File: src/rtl/serial_pkg.sv
// Shared definitions for the serial deserializer: default width, output FSM
// state type and the bit-counter width helper.
package serial_pkg;

  localparam int DEFAULT_WIDTH = 8;

  // Output holding register state: EMPTY (no word held) / FULL (word held).
  typedef enum logic {
    ST_EMPTY = 1'b0,
    ST_FULL  = 1'b1
  } out_state_e;

  // Width of the partial-word bit counter for a given word width.
  function automatic int cnt_width(input int width);
    return $clog2(width);
  endfunction

endpackage : serial_pkg

File: src/rtl/sipo_shift_core.sv
// Serial-in shift register with bit counter and flush. Produces a one-cycle
// word_done strobe together with the completed word; both are valid in the
// same cycle as the completing bit so the consumer can register them on that
// very edge with no extra latency.
module sipo_shift_core
  import serial_pkg::*;
#(
  parameter int WIDTH     = DEFAULT_WIDTH,
  parameter bit MSB_FIRST = 1'b1
) (
  input  logic                        clk,
  input  logic                        reset,
  input  logic                        din_i,
  input  logic                        din_valid_i,
  input  logic                        flush_i,
  output logic                        word_done_o,
  output logic [WIDTH-1:0]            word_o,
  output logic [cnt_width(WIDTH)-1:0] bit_cnt_o
);

  localparam int              CW   = cnt_width(WIDTH);
  localparam logic [CW-1:0]   LAST = CW'(WIDTH - 1);

  logic [WIDTH-1:0] sr_q, sr_d;
  logic [CW-1:0]    cnt_q, cnt_d;
  logic [WIDTH-1:0] shifted;
  logic             done;

  // Next shift-register / counter value; flush wins over an incoming bit.
  always_comb begin
    sr_d  = sr_q;
    cnt_d = cnt_q;
    done  = 1'b0;
    if (MSB_FIRST) begin
      shifted = {sr_q[WIDTH-2:0], din_i};
    end else begin
      shifted = {din_i, sr_q[WIDTH-1:1]};
    end
    if (flush_i) begin
      sr_d  = '0;
      cnt_d = '0;
    end else if (din_valid_i) begin
      if (cnt_q == LAST) begin
        // Word complete: start the next word from a clean register.
        sr_d  = '0;
        cnt_d = '0;
        done  = 1'b1;
      end else begin
        sr_d  = shifted;
        cnt_d = cnt_q + 1'b1;
      end
    end
  end

  // Shift register and bit counter state.
  always_ff @(posedge clk) begin
    if (reset) begin
      sr_q  <= '0;
      cnt_q <= '0;
    end else begin
      sr_q  <= sr_d;
      cnt_q <= cnt_d;
    end
  end

  assign word_done_o = done;
  assign word_o      = shifted;
  assign bit_cnt_o   = cnt_q;

endmodule : sipo_shift_core

File: src/rtl/serial_deserializer.sv
// Serial-in, parallel-out deserializer. Bits are assembled by sipo_shift_core;
// this level holds each completed word in a registered output stage with a
// valid/ready handshake and a sticky overrun flag for dropped words.
//
// Handshake: dout is offered while dout_valid=1 and is consumed on an edge
// where dout_valid && dout_ready; dout stays stable until consumed, and
// dout_ready is ignored while dout_valid=0.
module serial_deserializer
  import serial_pkg::*;
#(
  parameter int WIDTH     = DEFAULT_WIDTH,
  parameter bit MSB_FIRST = 1'b1
) (
  input  logic                        clk,
  input  logic                        reset,
  input  logic                        din,
  input  logic                        din_valid,
  input  logic                        flush,
  output logic [WIDTH-1:0]            dout,
  output logic                        dout_valid,
  input  logic                        dout_ready,
  output logic [cnt_width(WIDTH)-1:0] bit_cnt,
  output logic                        overrun
);

  logic             word_done;
  logic [WIDTH-1:0] word;

  out_state_e       state_q;
  logic [WIDTH-1:0] dout_q;
  logic             overrun_q;

  sipo_shift_core #(
    .WIDTH     (WIDTH),
    .MSB_FIRST (MSB_FIRST)
  ) u_core (
    .clk         (clk),
    .reset       (reset),
    .din_i       (din),
    .din_valid_i (din_valid),
    .flush_i     (flush),
    .word_done_o (word_done),
    .word_o      (word),
    .bit_cnt_o   (bit_cnt)
  );

  // Output holding FSM with dout register and sticky overrun.
  always_ff @(posedge clk) begin
    if (reset) begin
      state_q   <= ST_EMPTY;
      dout_q    <= '0;
      overrun_q <= 1'b0;
    end else begin
      case (state_q)
        ST_EMPTY: begin
          if (word_done) begin
            dout_q  <= word;
            state_q <= ST_FULL;
          end
        end
        ST_FULL: begin
          if (word_done && dout_ready) begin
            // Consumer takes the old word as the new one arrives: no bubble.
            dout_q <= word;
          end else if (dout_ready) begin
            state_q <= ST_EMPTY;
          end else if (word_done) begin
            // Nowhere to put the new word; keep the old one, flag the drop.
            overrun_q <= 1'b1;
          end
        end
        default: state_q <= ST_EMPTY;
      endcase
    end
  end

  assign dout       = dout_q;
  assign dout_valid = (state_q == ST_FULL);
  assign overrun    = overrun_q;

endmodule : serial_deserializer

File: config.mk
export PLATFORM = sky130hd
export DESIGN_NAME = serial_deserializer
export DESIGN_NICKNAME = d
export VERILOG_FILES = /design/src/rtl/serial_pkg.sv /design/src/rtl/sipo_shift_core.sv /design/src/rtl/serial_deserializer.sv
export SDC_FILE = /design/constraint.sdc
export NUM_CORES = 1
export LEC_CHECK = 0
export CAP_MARGIN = 40
export CORE_MARGIN = 2
export CORE_UTILIZATION = 48
export DETAILED_ROUTE_END_ITERATION = 6
export GPL_ROUTABILITY_DRIVEN = 0
export PLACE_DENSITY = 0.76
export SLEW_MARGIN = 20
export SYNTH_ARGS = -nofsm -noshare
export SYNTH_HDL_FRONTEND = slang
export SYNTH_HIERARCHICAL = 1
export SYNTH_SLANG_ARGS = --single-unit
File: constraint.sdc
create_clock -name clk -period 1.7 [get_ports clk]
set_input_delay 0.34 -clock clk [delete_from_list [all_inputs] [get_ports clk]]
set_output_delay 0.34 -clock clk [all_outputs]
set_load 0.05 [all_outputs]
Word level (Yosys, flattened, before mapping)
Cells that the tools add are included.
{ "classes": {"addsub": 1, "mux": 12, "bitwise": 3, "n_reduce_logical": 4, "n_eq_ne": 3} }
{ "ops": {"columns": ["op", "n"], "rows": [
  ["$mux W8", 2],
  ["$pmux W8 S2", 1],
  ["$mux W7", 1],
  ["$mux W1", 6],
  ["$reduce_and A4 Y1", 1],
  ["$add A3 B1 Y3 const B", 1],
  ["$eq A3 B3 Y1 const B", 1],
  ["$mux W3", 1],
  ["$not A1 Y1", 3],
  ["$ne A2 B1 Y1 const B", 1],
  ["$ne A2 B2 Y1 const B", 1],
  ["$pmux W1 S2", 1],
  ["$reduce_and A2 Y1", 1],
  ["$reduce_or A2 Y1", 1],
  ["$logic_and A1 B1 Y1", 1]
]} }
{ "word_totals": {"output_inout_bits": 13, "ff_bits": 20} }

Depth between registers and ports, before layout
Gate-level depths: netlist of the first run.
{ "logic_depth": {"depth_word": 7, "ltp_mapped": 6} }

By module
The synthesis of the first run kept the hierarchy.
{ "by_module_without_submodules": {"columns": ["mod", "area_per_inst_um2", "cells_per_inst", "n_inst"], "rows": [
  ["sipo_shift_core", 459.2, 47, 1],
  ["serial_deserializer", 435.4, 42, 1]
]} }

Worst setup path after synthesis of the first run
No wires, ideal clock.
{ "synth_timing": {"path_type": "flip-flop to flip-flop", "from": "reg u_core.cnt_q[0], in the netlist u_core/bit_cnt_o[0]", "to": "reg dout_q[0], in the netlist dout[0]", "required_ps": 1628, "setup_slack_ps": -38, "stages_incl_launch_ff": 7, "n_path_buf": 1, "synth_period_minus_slack_ps": 1738, "arrival_ps": 1667, "cell_sequence": "dfxtp_1 ha_1 ha_1 and3b_1 nor2b_2 buf_6 mux2i_1"} }
{ "synth_between": {"elab_chain_cells": 7} }
{ "synth_lines": {"columns": ["element", "line", "rtl"], "rows": [
  ["start, declared", "sipo_shift_core.sv:25", "logic [CW-1:0] cnt_q, cnt_d;"],
  ["start signal, assigned", "sipo_shift_core.sv:62", "cnt_q <= cnt_d;"],
  ["$eq A3 B3 Y1 (*)", "sipo_shift_core.sv:43", "if (cnt_q == LAST) begin"],
  ["$mux W1 (*)", "sipo_shift_core.sv:43", null],
  ["$mux W1 (*)", "sipo_shift_core.sv:42", "end else if (din_valid_i) begin"],
  ["$mux W1 (*)", "sipo_shift_core.sv:39", "if (flush_i) begin"],
  ["net word_done", "serial_deserializer.sv:26", "logic word_done;"],
  ["$logic_and A1 B1 Y1", "serial_deserializer.sv:62", "if (word_done && dout_ready) begin"],
  ["$ne A2 B1 Y1 (no line)", null, null],
  ["$reduce_and A2 Y1 (no line) (*)", null, null],
  ["end signal, assigned", "serial_deserializer.sv:57", "dout_q <= word;"],
  ["end signal, assigned", "serial_deserializer.sv:64", "dout_q <= word;"],
  ["end, declared", "serial_deserializer.sv:30", "logic [WIDTH-1:0] dout_q;"]
]} }
Mark *: on every way through the listed nets, which the timed path passes. The rest lies on a longest branch.
A chain may end at the register's enable or synchronous reset.

Final worst setup path of the first run
{ "layout_timing": {"from": "reg u_core.cnt_q[0], in the netlist u_core/bit_cnt_o[0]", "to": "reg dout_q[4], in the netlist dout[4]"} }
Same word-level chain as after synthesis.

==> summary.md, run 1 <==
| Metric | Value |
|---|---|
| Slew @ Worst Pin | around 0.37 ns |
| Family with the most delay on the worst path | simple AND/OR/NAND/NOR gates |
| Largest net degree at the start of global routing | 19 |
| Crit path required time | 1.92 ns |
| Slowest cell on crit path | dfxtp_2 |
| Starting Density | 0.513 |
| Total core area | 1750 um2 |
| Nets | 118 |
| Register area | 403 um2 |
| Port bufs | 18 |
| Total GRT Usage | 0.162 |
| Status | completed |
| Global-route wire length before repair | 2540 um |
| Worst-Skew Late Latency | 0.29 ns |
| Number of global-route vias before repair | between 500 and 600 |
| Mapped cell area | slightly below 900 um2 |
| Synth warnings | 6 |
| Total Neg Setup Slack | 0 ns |
| Layout cells sized above 1 | 0.224 |
| Crit path arrival time | 1.73 ns |
| Number of synthesized register bits | 20 |
| CP most frequent cell | ha_1 |
| Hold path cells | 2 |
| Initial antenna violation count | 0 |
| Crit Path Max Fanout | 8 |
| Worst setup EP type | flip-flop |
| Initial detailed-routing violation count | 5 |
| Multi-input gate area in the final layout | 454 um2 |
| Total die area | 2230 um2 |
| Static Leak | 0.411 nW |
| Area Overhead vs Synth | 22.2% |
| # setup viols final | 0 |
| WL/cell | 11.6 um |
| N_diodes | 0 |
| Post-CTS Setup Inserts | 0 |
| Final min period | 1.51 ns |
| Final worst-path cycle share | 0.889 |
| Syn Area/Cell | a little over 10 um2 |
| Via-per-instance ratio | 4.79 |
| Fmax | 0.661 GHz |
| Detail Route Antenna Nets | 0 |
| Root buffer cell | clkbuf_4 |
| Max Cap Viol | 0 |
| DP Wirelength | around 1100 um |
| # DRC | 0 |
| IO Pins | 19 |
| Slowest stage delay, CP | ~0.37 ns |
| Final WL | 1530 um |
| Maximum vdd drop | 0.657 mV |
| Worst setup margin | 0.188 ns |
| Total global routing overflow | 0 |
| Minimum hold slack | 0.480 ns |
| Post-Route Skew | 0.00689 ns |
| # resized after CTS | 0 |
| Clk buf depth | 2 |
| Finished Cell Area | roughly 1100 um2 |
| Most common cell after layout, fill and taps aside | nand2b_1 |
| Die width | approximately 47 um |
| Netlist cell types | 17 |
| Htree depth | 1 |
| Post-synthesis net count | around 100 |
| RSZ-0062 raised after global routing | no |
| Sequential fraction of the synthesis area | 0.448 |
| Startpoint Class | flip-flop |
| Commonest cells after routing, fill and taps aside | 24 x nand2b_1, 18 x dfxtp_1, 15 x buf_4 |
| CTS tree | built |
| Syn Inst Count | 89 |
| Hold Path Class | reg2reg |
| CP Cell Sequence | ha_1 > ha_1 > and3b_1 > nor2b_2 > buf_12 > mux2i_1 |
| Power density cells | 678 nW/um2 |
| Sum of buffers and inverters on the critical path | 1 |
| Area after DPL | 1070 um2 |
| DP Worst Slack | 0.0324 ns |
| Std cell rows | 15 |
| Slew Viols, Final | 0 |
| WP depth | 6 |
| Drt pass-1 iters | 3 |
| Filler cell count | 159 |
| R2r worst-path depth | 6 |
| Total CTS buffers | 3 |
| Clk slew on worst S/H paths | 0.11 ns |
| Vias | about 630 |
| Clock Sinks | 20 |
| Final Hold Fails | 0 |
| Max-slew headroom | 0.756 |
| Critical path class | reg2reg |
| Hold buffer count at cts | 0 |
| Die Ht | 47.2 um |
==> layout make-up <==
cell class,count,area share
multi-input combinational,63,0.415
sequential,20,0.368
timing repair buffer,21,0.167
tap,25,0.0286
clock buffer,3,0.0206
==> worst min-delay path, stage by stage (launching register included) <==
cell	delay [ns]
dfxtp_1	0.32
nand2b_1	0.06
mux2i_1	0.06
==> path summary, 6_finish.rpt <==
| kind | slack (ns) | endpoint | from |
|---|---|---|---|
| max reg2reg | 0.19 | dout[4] | u_core/bit_cnt_o[0] |
| min reg2reg | 0.48 | dout[7] | dout[7] |
| max | 0.19 | dout[4] | u_core/bit_cnt_o[0] |
| min | 0.48 | dout[7] | dout[7] |
==> layer usage <==
| metal | part of all wire | track usage | up-vias |
|---|---|---|---|
| li1 | - | - | 330 |
| met1 | 0.47 | 0.216 | 287 |
| met2 | 0.48 | 0.252 | 13 |
| met3 | 0.046 | 0.0615 | 2 |
| met4 | 0.0039 | 0.0333 | 0 |
| met5 | 0 | 0 | - |
==> flip-flops by register name (all words and copies together) (netlist names) <==
signal and cells:
u_core/sr_q 7, overrun 1, u_core/bit_cnt_o 3, dout_valid 1, dout 8
==> cells by family (layout without fill, tap and decap cells) <==
kind of cell	Yosys count	count (layout)	synth area share
AO/OA/AOI/OAI	9	9	0.0545
adder cells (fa/ha/maj)	3	3	0.0420
buffers and inverters	6	24	0.0447
flip-flops	20	20	0.448
multiplexers	10	10	0.112
AND/OR/NAND/NOR	41	41	0.299
==> where the power goes <==
part / internal, W / switching, W / total [W] / leakage [nW]
combinational: 0.0000285 / 0.0000262 / 0.0000547 / 0.235
sequential: 0.000471 / 0.00000209 / 0.000473 / 0.162
clock: 0.0000824 / 0.000131 / 0.000213 / 0.0138
==> through the flow <==
| stage | cells | total power, W | utilization |
|---|---|---|---|
| after global routing | 132 | 0.000778 | 0.627 |
| after floorplan | 89 | 0.000518 | - |
| after CTS | 132 | 0.000752 | 0.627 |
| after detailed placement | 129 | 0.000539 | 0.614 |
| final | 132 | 0.000741 | 0.627 |
| after global placement | 129 | 0.000538 | 0.614 |
==> cells in the mapped netlist, drive strengths merged <==
cell type | n | area, um2
a21oi | 9 | 48.8
and3b | 1 | 8.76
buf | 5 | 36.3
clkbuf | 1 | 3.75
dfxtp | 20 | 400
ha | 3 | 37.5
mux2i | 10 | 100
nand2b | 24 | 150
nand3b | 7 | 52.6
nor2 | 5 | 18.8
nor2b | 2 | 22.5
or2 | 1 | 6.26
or3b | 1 | 8.76
(Power assumes the default switching activity.)
==> run 2: changes to the inputs <==
Settings changed: SLEW_MARGIN 20 to unset.
==> results of run 2 <==
Final layout, timing and power as in run 1 (identical DEF).
